===== src/rtl/ifid_pipe_buffer_pkg.sv =====
// ifid_pkg: shared definitions for the IF/ID buffer and the decoder.
//   - Bit positions of the MIPS-style instruction fields.
//   - NOP_INSTR: the all-zero bubble word presented when no entry is valid.
package ifid_pkg;

  localparam int OP_HI = 31;
  localparam int OP_LO = 26;
  localparam int RS_HI = 25;
  localparam int RS_LO = 21;
  localparam int RT_HI = 20;
  localparam int RT_LO = 16;
  localparam int RD_HI = 15;
  localparam int RD_LO = 11;
  localparam int SH_HI = 10;
  localparam int SH_LO = 6;
  localparam int FN_HI = 5;
  localparam int FN_LO = 0;

  localparam logic [31:0] NOP_INSTR = 32'h0;

endpackage


===== src/rtl/ifid_pipe_buffer_if.sv =====
// ifid_pipe_buffer_if: fetch-side and decode-side signals of the IF/ID buffer.
//   Fetch side : IFID_Flush, in_valid, in_ready, IFPC_plus4, Instruction
//   Decode side: out_valid, out_ready, OpCode, rs, rt, rd, shamt, Funct,
//                ID_PC_next, count
//   slave  = the buffer itself, master = the surrounding pipeline.
interface ifid_pipe_buffer_if #(
  parameter int XLEN  = 32,
  parameter int DEPTH = 2
);

  logic                       IFID_Flush;
  logic                       in_valid;
  logic                       in_ready;
  logic [XLEN-1:0]            IFPC_plus4;
  logic [31:0]                Instruction;
  logic                       out_valid;
  logic                       out_ready;
  logic [5:0]                 OpCode;
  logic [4:0]                 rs;
  logic [4:0]                 rt;
  logic [4:0]                 rd;
  logic [4:0]                 shamt;
  logic [5:0]                 Funct;
  logic [XLEN-1:0]            ID_PC_next;
  logic [$clog2(DEPTH+1)-1:0] count;

  modport slave (
    input  IFID_Flush, in_valid, IFPC_plus4, Instruction, out_ready,
    output in_ready, out_valid, OpCode, rs, rt, rd, shamt, Funct,
           ID_PC_next, count
  );

  modport master (
    output IFID_Flush, in_valid, IFPC_plus4, Instruction, out_ready,
    input  in_ready, out_valid, OpCode, rs, rt, rd, shamt, Funct,
           ID_PC_next, count
  );

endinterface


===== src/rtl/ifid_pipe_buffer_ring_mem.sv =====
// ifid_ring_mem: DEPTH x (32+XLEN) storage for the IF/ID ring.
//   sysclk : write clock
//   we     : write enable, waddr/wdata: synchronous write port
//   raddr  : asynchronous read address, rdata: read data
// Contents are not reset; validity is tracked by the occupancy count in the top.
module ifid_ring_mem
  import ifid_pkg::*;
#(
  parameter int XLEN  = 32,
  parameter int DEPTH = 2
) (
  input  logic                       sysclk,
  input  logic                       we,
  input  logic [$clog2(DEPTH)-1:0]   waddr,
  input  logic [32+XLEN-1:0]         wdata,
  input  logic [$clog2(DEPTH)-1:0]   raddr,
  output logic [32+XLEN-1:0]         rdata
);

  logic [32+XLEN-1:0] mem_q [DEPTH];

  always_ff @(posedge sysclk) begin
    if (we) mem_q[waddr] <= wdata;
  end

  assign rdata = mem_q[raddr];

endmodule


===== src/rtl/ifid_pipe_buffer.sv =====
// ifid_pipe_buffer: DEPTH-entry elastic IF/ID queue with decoded outputs.
//   sysclk, reset : clock, asynchronous active-high reset
//   bus (slave)   : fetch push handshake, decode pop handshake, synchronous
//                   flush, decoded head fields, head PC+4 and occupancy.
// An empty queue presents an all-zero NOP bubble on every field output.
module ifid_pipe_buffer
  import ifid_pkg::*;
#(
  parameter int XLEN  = 32,
  parameter int DEPTH = 2
) (
  input  logic               sysclk,
  input  logic               reset,
  ifid_pipe_buffer_if.slave  bus
);

  localparam int AW = $clog2(DEPTH);
  localparam int CW = $clog2(DEPTH+1);
  localparam int EW = 32 + XLEN;

  logic [AW-1:0]   wp_q, wp_d;
  logic [AW-1:0]   rp_q, rp_d;
  logic [CW-1:0]   count_q, count_d;
  logic            in_ready, out_valid;
  logic            push, pop;
  logic [EW-1:0]   wdata, rdata;
  logic [31:0]     head_instr;
  logic [XLEN-1:0] head_pc;

  // Status comes only from the registered count, so there is no
  // combinational path from in_valid/out_ready to any output.
  assign in_ready  = (count_q != CW'(DEPTH));
  assign out_valid = (count_q != '0);

  assign push = bus.in_valid && in_ready && !bus.IFID_Flush;
  assign pop  = out_valid && bus.out_ready && !bus.IFID_Flush;

  always_comb begin
    wp_d    = wp_q;
    rp_d    = rp_q;
    count_d = count_q;
    if (bus.IFID_Flush) begin
      wp_d    = '0;
      rp_d    = '0;
      count_d = '0;
    end else begin
      // DEPTH is a power of two, so natural pointer overflow is the wrap.
      if (push) wp_d = wp_q + AW'(1);
      if (pop)  rp_d = rp_q + AW'(1);
      case ({push, pop})
        2'b10:   count_d = count_q + CW'(1);
        2'b01:   count_d = count_q - CW'(1);
        default: count_d = count_q;
      endcase
    end
  end

  always_ff @(posedge sysclk or posedge reset) begin
    if (reset) begin
      wp_q    <= '0;
      rp_q    <= '0;
      count_q <= '0;
    end else begin
      wp_q    <= wp_d;
      rp_q    <= rp_d;
      count_q <= count_d;
    end
  end

  assign wdata = {bus.Instruction, bus.IFPC_plus4};

  ifid_ring_mem #(
    .XLEN  (XLEN),
    .DEPTH (DEPTH)
  ) u_mem (
    .sysclk (sysclk),
    .we     (push),
    .waddr  (wp_q),
    .wdata  (wdata),
    .raddr  (rp_q),
    .rdata  (rdata)
  );

  assign head_instr = out_valid ? rdata[EW-1:XLEN] : NOP_INSTR;
  assign head_pc    = out_valid ? rdata[XLEN-1:0]  : '0;

  assign bus.in_ready   = in_ready;
  assign bus.out_valid  = out_valid;
  assign bus.count      = count_q;
  assign bus.OpCode     = head_instr[OP_HI:OP_LO];
  assign bus.rs         = head_instr[RS_HI:RS_LO];
  assign bus.rt         = head_instr[RT_HI:RT_LO];
  assign bus.rd         = head_instr[RD_HI:RD_LO];
  assign bus.shamt      = head_instr[SH_HI:SH_LO];
  assign bus.Funct      = head_instr[FN_HI:FN_LO];
  assign bus.ID_PC_next = head_pc;

endmodule


===== src/flat_wrapper.sv =====
// flat-port wrapper written by rule: the top's interface ports become plain ports
module ifid_pipe_buffer_flat import ifid_pkg::*;
#(
  parameter int XLEN  = 32,
  parameter int DEPTH = 2
)
  (sysclk, reset, bus_IFID_Flush, bus_in_valid, bus_IFPC_plus4, bus_Instruction, bus_out_ready, bus_in_ready, bus_out_valid, bus_OpCode, bus_rs, bus_rt, bus_rd, bus_shamt, bus_Funct, bus_ID_PC_next, bus_count);
  ifid_pipe_buffer_if #(.XLEN(XLEN), .DEPTH(DEPTH)) bus_i ();
  input  logic sysclk;
  input  logic reset;
  input wire logic [$bits(bus_i.IFID_Flush)-1:0] bus_IFID_Flush;
  input wire logic [$bits(bus_i.in_valid)-1:0] bus_in_valid;
  input wire logic [$bits(bus_i.IFPC_plus4)-1:0] bus_IFPC_plus4;
  input wire logic [$bits(bus_i.Instruction)-1:0] bus_Instruction;
  input wire logic [$bits(bus_i.out_ready)-1:0] bus_out_ready;
  output wire logic [$bits(bus_i.in_ready)-1:0] bus_in_ready;
  output wire logic [$bits(bus_i.out_valid)-1:0] bus_out_valid;
  output wire logic [$bits(bus_i.OpCode)-1:0] bus_OpCode;
  output wire logic [$bits(bus_i.rs)-1:0] bus_rs;
  output wire logic [$bits(bus_i.rt)-1:0] bus_rt;
  output wire logic [$bits(bus_i.rd)-1:0] bus_rd;
  output wire logic [$bits(bus_i.shamt)-1:0] bus_shamt;
  output wire logic [$bits(bus_i.Funct)-1:0] bus_Funct;
  output wire logic [$bits(bus_i.ID_PC_next)-1:0] bus_ID_PC_next;
  output wire logic [$bits(bus_i.count)-1:0] bus_count;
  assign bus_i.IFID_Flush = bus_IFID_Flush;
  assign bus_i.in_valid = bus_in_valid;
  assign bus_i.IFPC_plus4 = bus_IFPC_plus4;
  assign bus_i.Instruction = bus_Instruction;
  assign bus_i.out_ready = bus_out_ready;
  assign bus_in_ready = bus_i.in_ready;
  assign bus_out_valid = bus_i.out_valid;
  assign bus_OpCode = bus_i.OpCode;
  assign bus_rs = bus_i.rs;
  assign bus_rt = bus_i.rt;
  assign bus_rd = bus_i.rd;
  assign bus_shamt = bus_i.shamt;
  assign bus_Funct = bus_i.Funct;
  assign bus_ID_PC_next = bus_i.ID_PC_next;
  assign bus_count = bus_i.count;
  ifid_pipe_buffer #(.XLEN(XLEN), .DEPTH(DEPTH)) u_core (.sysclk(sysclk), .reset(reset), .bus(bus_i));
endmodule

===== config.mk =====
export PLATFORM = sky130hd
export DESIGN_NAME = ifid_pipe_buffer_flat
export DESIGN_NICKNAME = d
export VERILOG_FILES = /design/src/rtl/ifid_pipe_buffer_pkg.sv /design/src/rtl/ifid_pipe_buffer_if.sv /design/src/rtl/ifid_pipe_buffer_ring_mem.sv /design/src/rtl/ifid_pipe_buffer.sv /design/src/flat_wrapper.sv
export SDC_FILE = /design/constraint.sdc
export NUM_CORES = 1
export LEC_CHECK = 0
export BUFFER_PORTS_ARGS = -buffer_cell sky130_fd_sc_hd__buf_2
export CAP_MARGIN = 20
export CORE_MARGIN = 3
export CORE_UTILIZATION = 46
export CTS_CLUSTER_SIZE = 30
export DETAILED_ROUTE_END_ITERATION = 12
export GPL_TIMING_DRIVEN = 0
export PLACE_DENSITY = 0.71
export SLEW_MARGIN = 20
export SYNTH_ARGS = -nofsm -noshare
export SYNTH_HDL_FRONTEND = slang
export SYNTH_SLANG_ARGS = --single-unit

===== constraint.sdc =====
create_clock -name sysclk -period 13.7 [get_ports sysclk]
set_clock_uncertainty 0.05 [all_clocks]
set_input_delay 0.685 -clock sysclk [delete_from_list [all_inputs] [get_ports sysclk]]
set_output_delay 0.685 -clock sysclk [all_outputs]
set_load 0.05 [all_outputs]

# ---- After elaboration in Yosys (flattened, before gate mapping)
# Memories as Yosys holds them, arrays and structs flattened.
# Index checks and enable logic that the tools add are counted.
dict set report classes {
  eq_ne 3
  muxes 10
  n_reduce_logical 9
  add_sub_neg 4
}
# op count
set ops {}
lappend ops {{$mux 32} 2}
lappend ops {{$mux 1} 6}
lappend ops {{$reduce_bool 2->1} 3}
lappend ops {{$logic_and 1x1->1} 4}
lappend ops {{$pmux 2 s2} 1}
lappend ops {{$reduce_bool 3->1} 1}
lappend ops {{$add 1x1->1 const B} 2}
lappend ops {{$add 2x1->2 const B} 1}
lappend ops {{$eq 2x1->1 const B} 1}
lappend ops {{$eq 2x2->1 const B} 1}
lappend ops {{$mux 2} 1}
lappend ops {{$ne 2x2->1 const B} 1}
lappend ops {{$sub 2x1->2 const B} 1}
lappend ops {{$logic_not 1->1} 1}
dict set report word_totals {
  wordCells 30
  output_inout_bits 68
  in_bits 69
  n_memories 1
  ff_bits 4
  ramBits 128
}
# name words width rd rd_ports_with_merged_regs write_ports line_no
set memory_table {}
lappend memory_table {u_core.u_mem.mem_q 2 64 1 0 1 ifid_pipe_buffer_ring_mem.sv:20} ;# logic [32+XLEN-1:0] mem_q [DEPTH];

# ---- Logic depth before layout (Yosys ltp)
dict set report depth {
  ltp_word 6
  mapped_depth 4
  ltp_nobuf 4
}

# ---- Cells and area by module
# Synthesis repeated with hierarchy kept, for this count alone.
dict set report hier_totals {
  hier_cells 297
  area_unflattened_um2 5630.4
}
# module cells_each area_per_inst_um2 seq_area_each_um2 instances
set by_module_without_submodules {}
lappend by_module_without_submodules {ifid_ring_mem 201 4933.5 3843.7 1}
lappend by_module_without_submodules {ifid_pipe_buffer 96 696.9 100.1 1}

# ---- Worst setup path after synthesis
# No wires, ideal clock.
dict set report synth_timing {
  kind {register to register}
  start {reg u_core.count_q[1] (netlist: u_core.bus.count[1])}
  end {mem u_core.u_mem.mem_q[1][0] in the netlist's numbering, enable pin}
  path_stages_with_launch 5
  setup_slack_ps 7178
  t_required_ps 13072
  setup_time_ps 578
  n_path_buf 0
  period_less_slack_ps 6522
  t_arrival_ps 5894
  path_cell_list {dfrtp_1 -> nor2b_2 -> inv_2 -> nand2_1 -> nor3b_1}
}
dict set report synth_between {
  elab_chain_len 5
}
# item line_no
set synth_rtl {}
lappend synth_rtl {{from (decl)} ifid_pipe_buffer.sv:23} ;# logic [CW-1:0] count_q, count_d;
lappend synth_rtl {{from (signal assigned)} ifid_pipe_buffer.sv:66} ;# count_q <= count_d;
lappend synth_rtl {{$ne 2x2->1} ifid_pipe_buffer.sv:32} ;# assign in_ready = (count_q != CW'(DEPTH));
lappend synth_rtl {{named net bus_in_ready} flat_wrapper.sv:16} ;# output wire logic [$bits(bus_i.in_ready)-1:0] bus_in_ready;
lappend synth_rtl {{$logic_and 1x1->1 (2 in a row)} ifid_pipe_buffer.sv:35} ;# assign push = bus.in_valid && in_ready && !bus.IFID_Flush;
lappend synth_rtl {{$mux 1} ifid_pipe_buffer_ring_mem.sv:23} ;# if (we) mem_q[waddr] <= wdata;
lappend synth_rtl {{$mux 1 (implied by the code)} ifid_pipe_buffer_ring_mem.sv:23}
lappend synth_rtl {{to (decl)} ifid_pipe_buffer_ring_mem.sv:20}
# The timed path passes the listed nets, and every way through them passes these cells.

# ---- Worst setup path in the final report
dict set report layout_timing {
  start {reg u_core.count_q[0] (netlist: u_core.bus.count[0])}
  end {out bus_ID_PC_next[16]}
}
dict set report layout_between {
  elab_chain_len 2
}
# item line_no
set layout_rtl {}
lappend layout_rtl {{$reduce_bool 2->1} ifid_pipe_buffer.sv:33} ;# assign out_valid = (count_q != '0);
lappend layout_rtl {{$mux 32} ifid_pipe_buffer.sv:85} ;# assign head_pc = out_valid ? rdata[XLEN-1:0] : '0;
lappend layout_rtl {{to (decl)} flat_wrapper.sv:24} ;# output wire logic [$bits(bus_i.ID_PC_next)-1:0] bus_ID_PC_next;
# No other way between the ends.

==> flow_summary.ini <==
[global_route]
grt_max_degree = 17
use_met3 = 0.0579
grt_util_met1 = 0.192
grt_antenna_before_repair = 0
grt_pass1_vias = 3070
grt-ovfl-total = 0
use_met2 = 0.262
grt_pass1_wl_mm = 15.1
groute.usage.overall = 0.160
grt-busiest-layer = met2

[floorplan]
die_x_um = 111
rows = 37
die_area_um2 = 12300
coreArea_um2 = 10500
die_h_um = 111
boundaryPins = 137
start_util = 0.480

[drt]
drcViolationCount = 0
vias_per_cell = 4.84
antenna_left = 0
firstDrtPassIters = 4
wire_per_inst_um = 15.5
wl_mm = 9.53
vias = 2984
drt-initial-drc-count = 105

[worst_setup_path]
worstPathCellList = nor2_1, buf_2, buf_2, nor2_1, buf_2
crit_fanout = 10
crit_slowest_cell = dfrtp_1
cp_top_family = buffers and inverters
crit_path_start_kind = flip-flop
r2r_slack_ns = 11.35
critPathMostFrequentCell = buf_2
required_ns = 12.97
reg2regPathDepth = 7
rr_endpoint = u_core.u_mem.mem_q[0][25]
crit_buf_inv = 3
cp-end-kind = primary output
crit_path_max_incr_delay_ns = 0.45
arrival_ns = 1.96
reg2reg_from = u_core.bus.count[1]
path_class = flip-flop to primary output

[synthesis]
synth_top_area_share = 0.762
synth_cell_types = 21
yosys_register_bits = 132
synthTopCellsByArea = edfxtp_1, mux2i_1, nor2_1
yosysWarnings = 0
seq_area_frac_synth = 0.781
syn_inst = 298
syn_area_um2 = 5050
syn-num-nets = 367
synth_top_area_cell = edfxtp_1
syn_area_per_cell_um2 = 16.9

[outcome]
outcome = complete, no violations

[placement]
hpwlAfterDp_mm = 6.74
globalplace.congestion = 0.756
pre_cts_ws_ns = 11.20
numPortBuffers = 136
place_inst = 584
place_area_um2 = 6030

[cts]
clock-sinks = 132
h-tree-depth = 4
numCtsBuffers = 17
clk_latency_ns = 0.51
cts_tree = built
cts.path.max_buffers = 2
clockRootBuffer = clkbuf_8
clk_pin_slew_worst_paths_ns = 0.06

[timing]
period_share = 0.196
timing.fmax_ghz = 0.372
hold_viol = 0
holdWs_ns = 0.310
tightest_slew_ns = 0.615
slew_viol_final = 0
fin_crit_ns = 2.69
timing.final.ws_setup_ns = 11.01
rsz0062_at_grt = false
tns_ns = 0
setup_viol = 0
slew_headroom = 0.588

[min_path]
whs_path_depth = 1
hold_class = input port to flip-flop
min_from = bus_Instruction[14]
hold_end = u_core.u_mem.mem_q[0][46]

[final_layout]
fin_area_um2 = 6580
diodes = 0
areaGrowthSynthToFinish_pct = 30.3
stdcell_count = 616
mostFrequentLayoutCells = buf_2, edfxtp_1, nor2_1
final_util = 0.626
mostFrequentLayoutCell = buf_2
num-fill-cells = 797
final_nets = 537
layout-drive-gt1-share = 0.400

[power]
finalPower_mw = 1.01
pwr_density_cell_nw_per_um2 = 154
ir_drop_uv = 84.0
p_leak_nw = 2.57

[run]
max-cap-violations = 0
## routing by layer
| layer | up-vias | routed length [um] |
|---|---|---|
| met4 | 0 | 159 |
| met5 | - | 0 |
| met1 | 1406 | 3830 |
| met3 | 17 | 709 |
| met2 | 116 | 4840 |
| li1 | 1445 | - |
## registers in the layout, summed over array words and instances, names as in the netlist
name                count
u_core.bus.count        2
u_core.wp_q             1
u_core.u_mem.mem_q    128
u_core.rp_q             1
## kinds of logic (layout without fill, tap and decap cells)
logic type | Yosys count | after routing | share of synthesized area
AND/OR/NAND/NOR | 74 | 74 | 0.0595
AO/OA/AOI/OAI | 8 | 8 | 0.00893
buffers and inverters | 18 | 200 | 0.0196
multiplexers | 65 | 65 | 0.129
flip-flops | 132 | 132 | 0.781
XOR/XNOR | 1 | 1 | 0.00174
## synth_stat cells
library cell and number:
a21o_1 1, a21oi_1 4, buf_2 7, buf_4 6, clkbuf_1 1, dfrtp_1 4, edfxtp_1 128, inv_1 2
inv_2 2, mux2i_1 65, nand2_1 1, nand3b_1 1, nor2_1 66, nor2b_2 1, nor3_1 1, nor3b_1 2
o211ai_1 1, o21ai_0 2, or2_0 1, or3_1 1, xor2_1 1
## worst max-delay path by stage
stage,depth (start not counted),to,startpoint
floorplan,4,u_core.u_mem.mem_q[1][0],u_core.bus.count[1]
finish,5,bus_ID_PC_next[16],u_core.bus.count[0]
global placement,3,u_core.u_mem.mem_q[1][18],bus_in_valid
detailed placement,6,u_core.u_mem.mem_q[0][29],bus_in_valid
global route,5,bus_ID_PC_next[16],u_core.bus.count[0]
CTS,5,bus_ID_PC_next[16],u_core.bus.count[0]
## layout make-up
| type | instances | area (um^2) | area share |
|---|---|---|---|
| well taps | 136 | 170 | 0.0259 |
| flip-flops and latches | 132 | 3940 | 0.600 |
| clock inverters | 13 | 118 | 0.0179 |
| multi-input cells | 148 | 1010 | 0.154 |
| inverters | 4 | 15.0 | 0.00228 |
| clock buffers | 18 | 418 | 0.0635 |
| plain buffers | 14 | 83.8 | 0.0127 |
| repair buffers | 151 | 815 | 0.124 |
## where the power goes
group	switching, mW	internal (mW)
sequential	0.00405	0.460
clock	0.152	0.253
combinational	0.103	0.0408
total	0.259	0.753
## repair_timing
action                     4_1_cts  5_1_grt
buffers inserted                 0        0
setup endpoints to repair        0        0
hold buffers                     1        0
hold endpoints to repair         4        0
gates resized for setup          0        0
No activity file was read; power rests on OpenSTA's default activity.
